`config.mk`:
```
export PLATFORM = sky130hd
export DESIGN_NAME = otter_intr_ctrl_flat
export DESIGN_NICKNAME = d
export VERILOG_FILES = /design/src/rtl/otter_intr_ctrl_if.sv /design/src/rtl/otter_intr_ctrl.sv /design/src/flat_wrapper.sv
export SDC_FILE = /design/constraint.sdc
export NUM_CORES = 1
export LEC_CHECK = 0
export CAP_MARGIN = 20
export CORE_UTILIZATION = 35
export CTS_BUF_LIST = sky130_fd_sc_hd__clkbuf_4 sky130_fd_sc_hd__clkbuf_8
export CTS_CLUSTER_DIAMETER = 80
export DETAILED_ROUTE_END_ITERATION = 10
export GPL_TIMING_DRIVEN = 0
export PLACE_DENSITY_LB_ADDON = 0.08
export RECOVER_POWER = 100
export SLEW_MARGIN = 30
export SYNTH_ARGS = -nofsm -noshare
export SYNTH_HDL_FRONTEND = slang
export SYNTH_SLANG_ARGS = --single-unit
```
`constraint.sdc`:
```
create_clock -name i_clk -period 6.6 [get_ports i_clk]
set_input_delay 0.66 -clock i_clk [delete_from_list [all_inputs] [get_ports i_clk]]
set_output_delay 0.66 -clock i_clk [all_outputs]
set_load 0.05 [all_outputs]
```
`src/rtl/otter_intr_ctrl_if.sv`:
```
// otter_intr_ctrl_if: IOBUS register-access bundle between the MCU bus and the interrupt controller
interface otter_intr_ctrl_if;
    logic [31:0] addr;
    logic [31:0] wdata;
    logic        wr;
    logic [31:0] rdata;
    logic        hit;
    modport master (output addr, wdata, wr, input rdata, hit);
    modport slave  (input addr, wdata, wr, output rdata, hit);
endinterface

```
`src/rtl/otter_intr_ctrl.sv`:
```
// otter_intr_ctrl: prioritised interrupt controller with assert/claim/complete sequencing over IOBUS
module otter_intr_ctrl #(
    parameter int          NUM_SRC   = 8,
    parameter logic [31:0] BASE_ADDR = 32'h1100_0100
) (
    input  logic               i_clk,
    input  logic               i_rst_n,
    input  logic [NUM_SRC-1:0] i_src,
    output logic               o_intr,
    otter_intr_ctrl_if.slave   io_bus
);
    typedef enum logic [1:0] {IDLE = 2'd0, ASSERT = 2'd1, INSVC = 2'd2} state_t;
    state_t             r_state, w_next;
    logic [NUM_SRC-1:0] r_s1, r_s2, r_s3, r_pend, r_en, r_mode;
    logic [NUM_SRC-1:0] w_elig, w_sel, w_rise, w_clr, w_m2l, w_pend_next, w_wd;
    logic [4:0]         r_id, w_best;
    logic               r_intr;
    logic [31:0]        w_off;
    logic [2:0]         w_word;
    logic               w_wr, w_wr_pend, w_wr_en, w_wr_mode, w_wr_claim, w_wr_cmpl;
    logic               w_claim, w_done, w_unused;

    // An address below the base wraps to a huge offset, so one compare covers both bounds
    assign w_off        = io_bus.addr - BASE_ADDR;
    assign w_word       = w_off[4:2];
    assign io_bus.hit   = w_off < 32'h14;
    assign w_wr         = io_bus.wr && io_bus.hit;
    assign w_wd         = io_bus.wdata[NUM_SRC-1:0];
    assign w_wr_pend    = w_wr && w_word == 3'd0;
    assign w_wr_en      = w_wr && w_word == 3'd1;
    assign w_wr_mode    = w_wr && w_word == 3'd2;
    assign w_wr_claim   = w_wr && w_word == 3'd3;
    assign w_wr_cmpl    = w_wr && w_word == 3'd4;
    assign w_unused     = ^{io_bus.wdata, w_off};
    assign w_elig       = r_pend & r_en;
    assign w_claim      = w_wr_claim && r_state == ASSERT && |w_elig;
    assign w_done       = w_wr_cmpl && r_state == INSVC && io_bus.wdata[4:0] == r_id;
    assign w_rise       = r_s2 & ~r_s3;
    assign w_clr        = (w_claim ? w_sel : '0) | (w_wr_pend ? w_wd : '0);
    assign w_m2l        = w_wr_mode ? (r_mode & ~w_wd) : '0;
    assign w_pend_next  = ((r_mode & (w_rise | (r_pend & ~w_clr))) | (~r_mode & r_s2)) & ~w_m2l;
    assign o_intr       = r_intr;
    assign io_bus.rdata = !io_bus.hit    ? 32'd0 :
                          w_word == 3'd0 ? 32'(r_pend) :
                          w_word == 3'd1 ? 32'(r_en) :
                          w_word == 3'd2 ? 32'(r_mode) :
                          w_word == 3'd3 ? {27'd0, w_best} :
                                           {22'd0, r_state, 3'd0, r_id};

    // Lowest eligible index wins; scanning high-to-low lets the last hit be the winner
    always_comb begin
        w_best = '0;
        w_sel  = '0;
        for (int i = NUM_SRC - 1; i >= 0; i--) begin
            if (w_elig[i]) begin
                w_best = 5'(i + 1);
                w_sel  = '0;
                w_sel[i] = 1'b1;
            end
        end
    end

    // Synchronisers, pending/enable/mode registers and the claimed ID
    always_ff @(posedge i_clk or negedge i_rst_n) begin
        if (!i_rst_n) begin
            r_s1   <= '0;
            r_s2   <= '0;
            r_s3   <= '0;
            r_pend <= '0;
            r_en   <= '0;
            r_mode <= '0;
            r_id   <= '0;
        end else begin
            r_s1   <= i_src;
            r_s2   <= r_s1;
            r_s3   <= r_s2;
            r_pend <= w_pend_next;
            if (w_wr_en) r_en <= w_wd;
            if (w_wr_mode) r_mode <= w_wd;
            if (w_claim) r_id <= w_best;
        end
    end

    // Service FSM state and registered INTR
    always_ff @(posedge i_clk or negedge i_rst_n) begin
        if (!i_rst_n) begin
            r_state <= IDLE;
            r_intr  <= 1'b0;
        end else begin
            r_state <= w_next;
            r_intr  <= w_next == ASSERT;
        end
    end

    // Next-state: signal while eligible, hold off further requests until the claimed ID completes
    always_comb begin
        w_next = r_state;
        case (r_state)
            IDLE:    w_next = |w_elig ? ASSERT : IDLE;
            ASSERT:  w_next = w_claim ? INSVC : (|w_elig ? ASSERT : IDLE);
            INSVC:   w_next = w_done ? IDLE : INSVC;
            default: w_next = IDLE;
        endcase
    end
endmodule

```
`src/flat_wrapper.sv`:
```
// flat-port wrapper written by rule: the top's interface ports become plain ports
module otter_intr_ctrl_flat 
#(
    parameter int          NUM_SRC   = 8,
    parameter logic [31:0] BASE_ADDR = 32'h1100_0100
)
  (i_clk, i_rst_n, i_src, o_intr, io_bus_addr, io_bus_wdata, io_bus_wr, io_bus_rdata, io_bus_hit);
  otter_intr_ctrl_if io_bus_i ();
  input  logic i_clk;
  input  logic i_rst_n;
  input  logic [NUM_SRC-1:0] i_src;
  output logic o_intr;
  input wire logic [$bits(io_bus_i.addr)-1:0] io_bus_addr;
  input wire logic [$bits(io_bus_i.wdata)-1:0] io_bus_wdata;
  input wire logic [$bits(io_bus_i.wr)-1:0] io_bus_wr;
  output wire logic [$bits(io_bus_i.rdata)-1:0] io_bus_rdata;
  output wire logic [$bits(io_bus_i.hit)-1:0] io_bus_hit;
  assign io_bus_i.addr = io_bus_addr;
  assign io_bus_i.wdata = io_bus_wdata;
  assign io_bus_i.wr = io_bus_wr;
  assign io_bus_rdata = io_bus_i.rdata;
  assign io_bus_hit = io_bus_i.hit;
  otter_intr_ctrl #(.NUM_SRC(NUM_SRC), .BASE_ADDR(BASE_ADDR)) u_core (.i_clk(i_clk), .i_rst_n(i_rst_n), .i_src(i_src), .o_intr(o_intr), .io_bus(io_bus_i));
endmodule
```
== Yosys cells after proc, flatten, opt, wreduce, memory -nomap -nowiden ==
Cells that the tools add are included.

* Flip-flop bits (word level): 56
* Input port bits: 75
* Logic and storage cells: 75

* $add $sub $neg: 1
* Order comparisons: 1
* Eq/ne operators: 8
* Mux-type cells: 28
* Bitwise operators: 15
* Reductions and logical operators: 13

{| class="wikitable"
|+ Operators by type and width
! operator !! count
|-
| $mux 32 || 4
|-
| $mux 8 || 11
|-
| $and 8x8->8 || 7
|-
| $not 8->8 || 5
|-
| $mux 5 || 7
|-
| $lt 32x5->1 const B || 1
|-
| $sub 32x29->32 const B || 1
|-
| $or 8x8->8 || 3
|-
| $logic_and 1x1->1 || 10
|-
| $mux 10 || 1
|-
| $reduce_or 8->1 || 1
|-
| $eq 3x2->1 const B || 2
|-
| $pmux 2 s3 || 1
|-
| $eq 5x5->1 || 1
|-
| $eq 2x1->1 const B || 2
|-
| $mux 2 || 2
|-
| $mux 4 || 1
|-
| $eq 3x1->1 const B || 1
|-
| $eq 3x3->1 const B || 1
|-
| $logic_not 3->1 || 1
|-
| $eq 2x2->1 const B || 1
|-
| $logic_not 2->1 || 1
|-
| $mux 1 || 1
|}

== Longest topological paths before layout ==
Gate-level depths: netlist of run 1.

* Word-level depth: 17
* Mapped depth: 9
* Mapped depth without buffers: 7

== Worst setup path after synthesis of run 1 ==
No wires, ideal clock.

* Kind: input -> output
* From: input io_bus_addr[14]
* To: output io_bus_rdata[1]
* Arrival time: 3,794 ps
* Slack: 2,146 ps
* Stages: 7
* Path through: nor4_2 > nand4_1 > a32o_1 > nor4b_2 > clkbuf_1 > clkbuf_1 > a21boi_0

* Word-level cells in the longest chain between the ends: 3

{| class="wikitable"
|+ RTL lines
! what !! line !! text
|-
| start: declaration || flat_wrapper.sv:13 || <nowiki>input wire logic [$bits(io_bus_i.addr)-1:0] io_bus_addr;</nowiki>
|-
| $sub 32x29->32 || otter_intr_ctrl.sv:24 || <nowiki>assign w_off = io_bus.addr - BASE_ADDR;</nowiki>
|-
| $lt 32x5->1 || otter_intr_ctrl.sv:26 || <nowiki>assign io_bus.hit = w_off < 32'h14;</nowiki>
|-
| named net io_bus_hit || flat_wrapper.sv:17 || <nowiki>output wire logic [$bits(io_bus_i.hit)-1:0] io_bus_hit;</nowiki>
|-
| $mux 32 || otter_intr_ctrl.sv:43 || <nowiki>assign io_bus.rdata = !io_bus.hit ? 32'd0 :</nowiki>
|-
| end: declaration || flat_wrapper.sv:16 || <nowiki>output wire logic [$bits(io_bus_i.rdata)-1:0] io_bus_rdata;</nowiki>
|}

The timed path passes the listed nets, and every way through them passes these cells.

== Worst setup path in the final report of run 1 ==
* From: input io_bus_addr[25]
* To: output io_bus_rdata[0]

* Word-level cells in the longest chain between the ends: 3

{| class="wikitable"
|+ RTL lines
! what !! line
|-
| $sub 32x29->32 || otter_intr_ctrl.sv:24
|-
| $lt 32x5->1 || otter_intr_ctrl.sv:26
|-
| $mux 32 || otter_intr_ctrl.sv:43
|}

No other way between the ends.

==> results.py, run 1 <==
metrics = {
    "status": {
        "status": "finished, violations left",
        "failed_checks": "capacitance limit",
    },
    "placement": {
        "dpl_cell_area_mm2": 0.00376,
        "globalplace.congestion": 0.802,
        "port_buffers": 58,
        "pre_cts_ws_ns": 1.52,
        "hpwlAfterDp_um": 5420,
        "dp.cells": 458,
    },
    "floorplan": {
        "core_mm2": 0.00818,
        "fp.dieH_um": 93.8,
        "io_pins": 109,
        "die_width_um": 93.8,
        "start_util_pct": 36.1,
        "fp-row-count": 33,
        "die-area_mm2": 0.00880,
    },
    "synthesis": {
        "netlist_area_mm2": 0.00295,
        "netlist_top_cells_count": "55 x dfrtp_1, 26 x nand2_1, 23 x buf_4",
        "synth_seq_area_share_pct": 46.7,
        "synth_top_area_share_pct": 46.7,
        "yosys-top-cells-area": "dfrtp_1 47%, buf_4 5.9%, mux2_2 4.6%",
        "yosysTopAreaCell": "dfrtp_1",
        "ys_types": 46,
        "yosysWarnings": 0,
        "synth_edf_count": 0,
        "synth-seq-cells": 55,
        "synth-main-ff-cell": "dfrtp_1",
        "async_flop_share_pct": 100,
        "synth_cells": 273,
        "yosysMostFrequentCell": "dfrtp_1",
        "syn_avg_cell_area_um2": 10.8,
    },
    "route": {
        "route.detailed.drc": 0,
        "viasPerCell": 5.13,
        "wl_um": 7260,
        "final_antenna_net_count": 0,
        "via_count": 2386,
        "drt_iter0_markers": 166,
        "routedWlPerCell_um": 15.6,
        "firstDrtPassIters": 5,
    },
    "global_route": {
        "grt_util_met2_pct": 27.6,
        "grt_overflow": 0,
        "grt_usage_pct": 17.1,
        "grt_max_degree": 29,
        "grt_pass1_vias": 2243,
        "antenna_found_initial": 0,
        "use_met3_pct": 4.05,
        "grt_pass1_wl_um": 11400,
        "busiest_layer": "met2",
        "grtUsageMet1_pct": 22.4,
    },
    "power_and_ir_drop": {
        "power_mw": 0.673,
        "peakVddDrop_v": 0.0000953,
        "p_sw_share_pct": 25.6,
        "switching_power_mw": 0.172,
        "clkPwrFrac_pct": 32.6,
        "p_comb_share_pct": 15.1,
        "leakage_nw": 1.70,
        "internal_power_mw": 0.501,
        "power_frac_seq_pct": 52.3,
        "power_density_mw_per_mm2": 177,
    },
    "critical_path": {
        "cp_max_fo": 10,
        "required_ns": 5.94,
        "startpoint_type": "input pin",
        "arrival_ns": 4.86,
        "crit_path_end_kind": "output port",
        "crit_type": "input pin to output port",
    },
    "final_layout": {
        "stdcell_area_mm2": 0.00380,
        "antennaDiodeCount": 0,
        "drive_gt1_share_pct": 13.3,
        "nets": 435,
        "instances_no_fill": 465,
        "area_growth_pct": 28.9,
        "final_util_pct": 46.5,
    },
    "timing": {
        "setup_viol": 0,
        "maxSlewViolCount": 0,
        "rsz0062_at_grt": "false",
        "fin_crit_ns": 5.52,
        "fin_setup_tns_ns": 0,
        "period_share_pct": 83.6,
        "worst_pin_slew_ns": 1.50,
        "maxSlewHeadroom_pct": 0.206,
        "hold_slack_ns": 0.356,
        "max_freq_ghz": 0.181,
        "layout_setup_ws_ns": 1.08,
        "finalHoldViolations": 0,
        "final.setup_skew_ns": 0.00656,
    },
    "clock_network": {
        "hold_buffers": 0,
        "ctsResizeCount": 0,
        "insertion_delay_ns": 0.31,
        "cts-root-buf": "clkbuf_8",
        "ctsHtreeMaxLevel": 2,
        "numCtsBuffers": 5,
        "cts_max_path_buffers": 2,
        "cts_tree": "yes",
        "cts.sinks": 55,
        "cts.reportedPaths.clkPinSlew_ns": 0.10,
        "cts_setup_buffers": 0,
    },
    "run": {
        "cap_violations": 1,
    },
    "hold_path": {
        "hp-class": "register to register",
    },
}
[layout by cell type, fill, tap and decap left out, drive strengths merged, types with 7 or more instances in the layout]
| cell | count |
|---|---|
| nor2 | 9 |
| a21oi | 10 |
| nor3 | 7 |
| dfrtp | 55 |
| clkbuf | 12 |
| clkdlybuf4s50 | 36 |
| mux2 | 20 |
| conb | 22 |
| o21ai | 10 |
| buf | 25 |
| dlygate4sd3 | 21 |
| nand2 | 26 |
| and3 | 8 |
| mux2i | 7 |
| a32o | 7 |
[final cells by class]
cell class                 instances  area [µm²]
fill                             793        4370
multi-input combinational        202        1390
sequential                        55        1380
timing repair buffer              59         578
buffer                            30         196
tap                              105         131
clock buffer                       5        68.8
clock inverter                     2        37.5
inverter                           7        26.3
[cell families after synthesis]
family	after synthesis	synth area share [%]
AO/OA/AOI/OAI	48	11.3
XOR/XNOR	6	1.78
buffers and inverters	37	7.68
flip-flops	55	46.7
multiplexers	31	14.1
other	1	0.127
AND/OR/NAND/NOR	95	18.3
[critical path, stage by stage]
cell and delay, ns:
dlygate4sd3_1 0.59, nor4b_1 0.56, nand4_1 0.15, nor4_1 0.27, nor4b_1 0.54, clkbuf_1 0.43, clkbuf_1 0.44, o21ai_0 0.17
nor2_1 0.15, dlygate4sd3_1 0.89
[layer usage]
metal | share of wire, % | up-vias | routed length (µm)
met2 | 46 | 91 | 3340
li1 | - | 1138 | -
met5 | 0 | - | 0
met4 | 1.6 | 0 | 114
met1 | 45 | 1147 | 3240
met3 | 7.8 | 10 | 568
[final timing paths]
kind | from | cells past startpoint | slack, ns | end
max | io_bus_addr[25] | 10 | 1.08 | io_bus_rdata[0]
min | u_core.r_s1[5]$_DFF_PN0_ | 0 | 0.36 | u_core.r_s2[5]$_DFF_PN0_
max reg2reg | u_core.r_en[0]$_DFFE_PN0P_ | 7 | 3.98 | u_core.r_pend[4]$_DFF_PN0_
min reg2reg | u_core.r_s1[5]$_DFF_PN0_ | 0 | 0.36 | u_core.r_s2[5]$_DFF_PN0_
max in group asynchronous | i_rst_n | 2 | 3.90 | u_core.r_mode[5]$_DFFE_PN0P_
min in group asynchronous | i_rst_n | 1 | 0.69 | u_core.r_s1[2]$_DFF_PN0_
[registers in the layout, indices dropped and copies added, names as in the netlist]
signal,count
u_core.o_intr,1
u_core.r_en,8
u_core.r_id,4
u_core.r_mode,8
u_core.r_pend,8
u_core.r_s1,8
u_core.r_s2,8
u_core.r_s3,8
u_core.r_state,2
[power groups by stage]
stage / Combinational, mW / Sequential, mW / Clock, mW
2_1_floorplan: 0.0581 / 0.357 / 0
3_3_place_gp: 0.104 / 0.359 / 0
3_5_place_dp: 0.105 / 0.359 / 0
4_1_cts: 0.106 / 0.352 / 0.225
5_1_grt: 0.110 / 0.353 / 0.239
6_report: 0.102 / 0.352 / 0.219
(Power assumes the default switching activity.)
==> run 2: changes to the inputs <==
==> constraint.sdc (replaced) <==
create_clock -name i_clk -period 4.7 [get_ports i_clk]
set_input_delay 0.47 -clock i_clk [delete_from_list [all_inputs] [get_ports i_clk]]
set_output_delay 0.47 -clock i_clk [all_outputs]
set_load 0.05 [all_outputs]
==> run 2 against run 1 <==
Against the previous run: the flow still finishes with violations (capacitance limit); sequential share of layout area about the same; via count up 0.84%; hold slack about the same; sequential cell count unchanged; final cell count unchanged; global-route usage unchanged; power up 40%; routed wire length up 0.23%; die area unchanged; cell area about the same; sequential power up 40%; clock power up 40%.
==> results.py, run 2 (synthesized netlist as in run 1, its figures left out) <==
metrics = {
    "status": {
        "status": "finished, violations left",
        "failed_checks": "capacitance limit",
    },
    "final_layout": {
        "seqCellArea_mm2": 0.00138,
        "final_common_cell": "dfrtp_1",
        "area_growth_pct": 28.9,
        "fillers": 790,
        "multi_input_area_mm2": 0.00140,
        "nets": 435,
        "final_cell_mix": "55 x dfrtp_1, 38 x clkdlybuf4s50_1, 26 x nand2_1",
        "antennaDiodeCount": 0,
        "drive_gt1_share_pct": 14.2,
    },
    "timing": {
        "finalHoldViolations": 0,
        "max_freq_ghz": 0.224,
        "hold_slack_ns": 0.356,
        "maxSlewHeadroom_pct": 0.540,
        "setup_viol": 0,
        "maxSlewViolCount": 0,
        "period_share_pct": 94.8,
        "rsz0062_at_grt": "false",
        "fin_crit_ns": 4.45,
        "final.setup_skew_ns": 0.00645,
        "worst_pin_slew_ns": 1.49,
    },
    "clock_network": {
        "cts-root-buf": "clkbuf_8",
        "ctsHtreeMaxLevel": 2,
        "cts_tree": "yes",
        "cts.sinks": 55,
        "hold_buffers": 0,
        "cts.reportedPaths.clkPinSlew_ns": 0.10,
        "cts_max_path_buffers": 2,
        "cts_setup_buffers": 0,
        "insertion_delay_ns": 0.31,
        "numCtsBuffers": 5,
    },
    "critical_path": {
        "crit_path_end_kind": "output port",
        "path_common_cell": "nor4b_2",
        "critical_path.top_delay_family": "buffers and inverters",
        "arrival_ns": 3.98,
        "cp_max_fo": 10,
        "path_cells": "clkdlybuf4s50_1 -> nor4b_2 -> nand4_1 -> nor4_1 -> nor4b_2 -> clkbuf_2 -> clkbuf_1 -> and3_1 -> dlygate4sd3_1",
        "worst-path-buf-inv": 4,
        "crit_type": "input pin to output port",
        "critPathSlowestCell": "dlygate4sd3_1",
        "required_ns": 4.23,
        "max_stage_delay_ns": 0.88,
        "startpoint_type": "input pin",
    },
    "global_route": {
        "grt_pass1_wl_um": 11400,
        "grt_max_degree": 29,
        "grt_overflow": 0,
        "antenna_found_initial": 0,
        "grt_usage_pct": 17.1,
        "grt_pass1_vias": 2243,
    },
    "route": {
        "via_count": 2406,
        "route.detailed.drc": 0,
        "routedWlPerCell_um": 15.6,
        "final_antenna_net_count": 0,
        "firstDrtPassIters": 4,
        "viasPerCell": 5.17,
        "wl_um": 7270,
        "drt_iter0_markers": 173,
    },
    "power_and_ir_drop": {
        "power_mw": 0.945,
        "power_density_mw_per_mm2": 249,
        "peakVddDrop_v": 0.000134,
        "leakage_nw": 1.69,
    },
    "floorplan": {
        "fp.dieH_um": 93.8,
        "fp-row-count": 33,
        "start_util_pct": 36.1,
        "io_pins": 109,
        "die_width_um": 93.8,
        "die-area_mm2": 0.00880,
        "core_mm2": 0.00818,
    },
    "placement": {
        "port_buffers": 58,
        "globalplace.congestion": 0.802,
        "hpwlAfterDp_um": 5420,
    },
    "hold_path": {
        "hp-class": "register to register",
    },
    "run": {
        "cap_violations": 1,
    },
}
## run 2: changes by cell type in the layout (fill, tap and decap cells not counted)
cell / delta
dlygate4sd3_1: -4
clkdlybuf4s50_1: +2
nor4b_1: -2
nor4b_2: +2
clkbuf_1: +1
clkbuf_2: +1
## run 2: path summary, 6_finish.rpt
check	cells after the start	from	to	slack (ns)
worst max-delay path	9	io_bus_addr[25]	io_bus_rdata[8]	0.25
worst min-delay path	0	u_core.r_s1[5]$_DFF_PN0_	u_core.r_s2[5]$_DFF_PN0_	0.36
worst max register to register	7	u_core.r_en[0]$_DFFE_PN0P_	u_core.r_pend[4]$_DFF_PN0_	2.08
worst min register to register	0	u_core.r_s1[5]$_DFF_PN0_	u_core.r_s2[5]$_DFF_PN0_	0.36
max in group asynchronous	2	i_rst_n	u_core.r_mode[5]$_DFFE_PN0P_	2.19
min in group asynchronous	1	i_rst_n	u_core.r_s1[2]$_DFF_PN0_	0.50
## run 2: per-stage QoR
| stage | util (%) | setup WS (ns) | cells | TNS, ns | cell area, µm² |
|---|---|---|---|---|---|
| 3_3_place_gp | 45.7 | 0.104 | 457 | 0 | 3740 |
| 6_report | 46.5 | 0.245 | 465 | 0 | 3800 |
| 2_1_floorplan | - | 0.626 | 294 | 0 | 3030 |
| 4_1_cts | 47.3 | 0.0205 | 465 | 0 | 3860 |
| 5_1_grt | 46.5 | 0.0344 | 465 | 0 | 3800 |
| 3_5_place_dp | 46.0 | -0.00275 | 458 | -0.00275 | 3760 |
## run 2: layout make-up
type | instances | share of cell area [%]
sequential | 55 | 36.2
tap | 105 | 3.46
inverter | 7 | 0.691
clock buffer | 5 | 1.81
buffer | 30 | 5.20
multi-input combinational | 202 | 36.8
timing repair buffer | 59 | 14.9
clock inverter | 2 | 0.987
## run 2: power breakdown
| part | internal, mW | switching, mW |
|---|---|---|
| combinational | 0.0610 | 0.0827 |
| sequential | 0.487 | 0.00736 |
| clock | 0.156 | 0.152 |
| total | 0.704 | 0.242 |
## run 2: repair_timing
| item | 4_1_cts | 5_1_grt |
|---|---|---|
| gates resized for setup | 0 | 4 |
| endpoints found under the hold margin | 0 | 0 |
| setup endpoints to repair | 0 | 9 |
## run 2: metal layers
metal,share of wire [%],track usage (%),up-vias
li1,-,-,1139
met2,46,27.6,102
met5,0,0,-
met4,1.5,6.15,0
met3,7.9,4.05,9
met1,45,22.4,1156
==> run 3: changes to the inputs <==
==> constraint.sdc (replaced) <==
create_clock -name i_clk -period 5.3 [get_ports i_clk]
set_input_delay 0.53 -clock i_clk [delete_from_list [all_inputs] [get_ports i_clk]]
set_output_delay 0.53 -clock i_clk [all_outputs]
set_load 0.05 [all_outputs]
==> run 3 against run 2 <==
Against the previous run: largest cell class unchanged; the flow still finishes with violations (capacitance limit); final cell count did not move; clock-buffer cell count did not move; critical path type unchanged; combinational power down 12%.
==> results.py, run 3 (synthesized netlist as in run 1, its figures left out) <==
metrics = {
    "timing": {
        "maxSlewHeadroom_pct": 0.497,
        "worst_pin_slew_ns": 1.49,
        "fin_setup_tns_ns": 0,
        "max_freq_ghz": 0.205,
        "finalHoldViolations": 0,
        "final.setup_skew_ns": 0.00683,
        "period_share_pct": 92.0,
        "maxSlewViolCount": 0,
        "fin_crit_ns": 4.88,
        "setup_viol": 0,
        "rsz0062_at_grt": "false",
    },
    "power_and_ir_drop": {
        "peakVddDrop_v": 0.000119,
        "p_sw_share_pct": 25.6,
        "p_comb_share_pct": 15.2,
        "internal_power_mw": 0.624,
        "power_frac_seq_pct": 52.3,
        "clkPwrFrac_pct": 32.6,
        "leakage_nw": 1.70,
        "switching_power_mw": 0.215,
        "power_density_mw_per_mm2": 220,
    },
    "hold_path": {
        "hp-start": "u_core.r_s1[5]$_DFF_PN0_",
        "hp-class": "register to register",
        "hold_depth": 0,
        "holdPathEnd": "u_core.r_s2[5]$_DFF_PN0_",
    },
    "critical_path": {
        "rrSetupSlack_ns": 2.68,
        "critical_path.top_delay_family": "buffers and inverters",
        "critPathSlowestCell": "clkdlybuf4s50_1",
        "worst-path-buf-inv": 4,
        "cp_max_fo": 10,
        "reg2reg_from": "u_core.r_en[0]$_DFFE_PN0P_",
        "max_stage_delay_ns": 0.82,
        "crit_path_end_kind": "output port",
        "path_cells": "dlygate4sd3_1 -> nor4b_2 -> nand4_1 -> nor4_1 -> nor4b_2 -> clkbuf_1 -> clkbuf_1 -> o21ai_0 -> nor2_1 -> clkdlybuf4s50_1",
        "r2r_end": "u_core.r_pend[4]$_DFF_PN0_",
        "startpoint_type": "input pin",
        "ff2ff_path_depth": 7,
        "crit_type": "input pin to output port",
        "arrival_ns": 4.35,
        "required_ns": 4.77,
    },
    "clock_network": {
        "cts_max_path_buffers": 2,
        "cts.reportedPaths.clkPinSlew_ns": 0.10,
        "hold_buffers": 0,
        "ctsHtreeMaxLevel": 2,
        "cts_setup_buffers": 0,
        "cts.sinks": 55,
        "cts_tree": "yes",
        "cts-root-buf": "clkbuf_8",
        "insertion_delay_ns": 0.31,
        "ctsResizeCount": 0,
        "numCtsBuffers": 5,
    },
    "floorplan": {
        "fp.dieH_um": 93.8,
        "io_pins": 109,
        "start_util_pct": 36.1,
        "die-area_mm2": 0.00880,
        "die_width_um": 93.8,
        "core_mm2": 0.00818,
        "fp-row-count": 33,
    },
    "final_layout": {
        "antennaDiodeCount": 0,
        "drive_gt1_share_pct": 13.9,
        "instances_no_fill": 465,
        "final_common_cell": "dfrtp_1",
        "nets": 435,
        "final_cell_mix": "55 x dfrtp_1, 37 x clkdlybuf4s50_1, 26 x nand2_1",
        "area_growth_pct": 29.3,
    },
    "route": {
        "drt_iter0_markers": 174,
        "final_antenna_net_count": 0,
        "firstDrtPassIters": 4,
        "route.detailed.drc": 0,
        "wl_um": 7270,
        "viasPerCell": 5.15,
        "via_count": 2394,
        "routedWlPerCell_um": 15.6,
    },
    "global_route": {
        "grt_pass1_wl_um": 11400,
        "grt_usage_pct": 17.1,
        "grt_overflow": 0,
        "antenna_found_initial": 0,
        "grt_max_degree": 29,
        "grt_pass1_vias": 2243,
    },
    "placement": {
        "hpwlAfterDp_um": 5420,
        "port_buffers": 58,
        "dp.cells": 458,
        "globalplace.congestion": 0.802,
    },
    "run": {
        "cap_violations": 1,
    },
    "status": {
        "failed_checks": "capacitance limit",
        "status": "finished, violations left",
    },
}
run 3: cell count changes in the layout (fill, tap and decap cells not counted):
cell	delta
clkbuf_1	-1
clkbuf_2	-1
clkdlybuf4s50_1	-1
dlygate4sd3_1	+3
run 3: worst max path at each step:
stage | slack (ns) | cells past startpoint | startpoint | to
final | 0.42 | 10 | io_bus_addr[25] | io_bus_rdata[0]
after global routing | 0.15 | 9 | io_bus_addr[25] | io_bus_rdata[1]
after CTS | 0.50 | 10 | io_bus_addr[25] | io_bus_rdata[0]
after detailed placement | 0.48 | 10 | io_bus_addr[25] | io_bus_rdata[0]
after global placement | 0.58 | 9 | io_bus_addr[25] | io_bus_rdata[1]
after floorplan | 1.11 | 7 | io_bus_addr[14] | io_bus_rdata[1]
run 3: power by group through the flow:
stage	clock, mW	sequential, mW	combinational, mW
after floorplan	0	0.445	0.0724
after global placement	0	0.447	0.129
after detailed placement	0	0.447	0.131
after CTS	0.281	0.438	0.131
after global routing	0.298	0.440	0.138
final	0.273	0.438	0.127
run 3: cell type report:
type | instances | area, µm²
Fill cell | 790 | 4360
Multi-Input combinational cell | 202 | 1400
Sequential cell | 55 | 1380
Timing Repair Buffer | 59 | 578
Buffer | 30 | 196
Tap cell | 105 | 131
Clock buffer | 5 | 68.8
Clock inverter | 2 | 37.5
Inverter | 7 | 26.3
run 3: layer usage:
| metal | GRT usage [%] | vias up | part of all wire (%) |
|---|---|---|---|
| li1 | - | 1139 | - |
| met1 | 22.4 | 1147 | 45 |
| met2 | 27.6 | 99 | 46 |
| met3 | 4.05 | 9 | 7.7 |
| met4 | 6.15 | 0 | 1.5 |
| met5 | 0 | - | 0 |
run 3: per-stage QoR:
step                      instance area [µm²]  util, %  total power [mW]  worst slack, ns  hold slack [ns]
final                                    3810     46.6             0.838            0.423            0.356
after global routing                     3810     46.6             0.876            0.146            0.365
after CTS                                3860     47.3             0.850            0.500            0.139
after detailed placement                 3760     46.0             0.578            0.477            0.336
after global placement                   3740     45.7             0.576            0.584            0.332
after floorplan                          3030        -             0.517             1.11            0.234
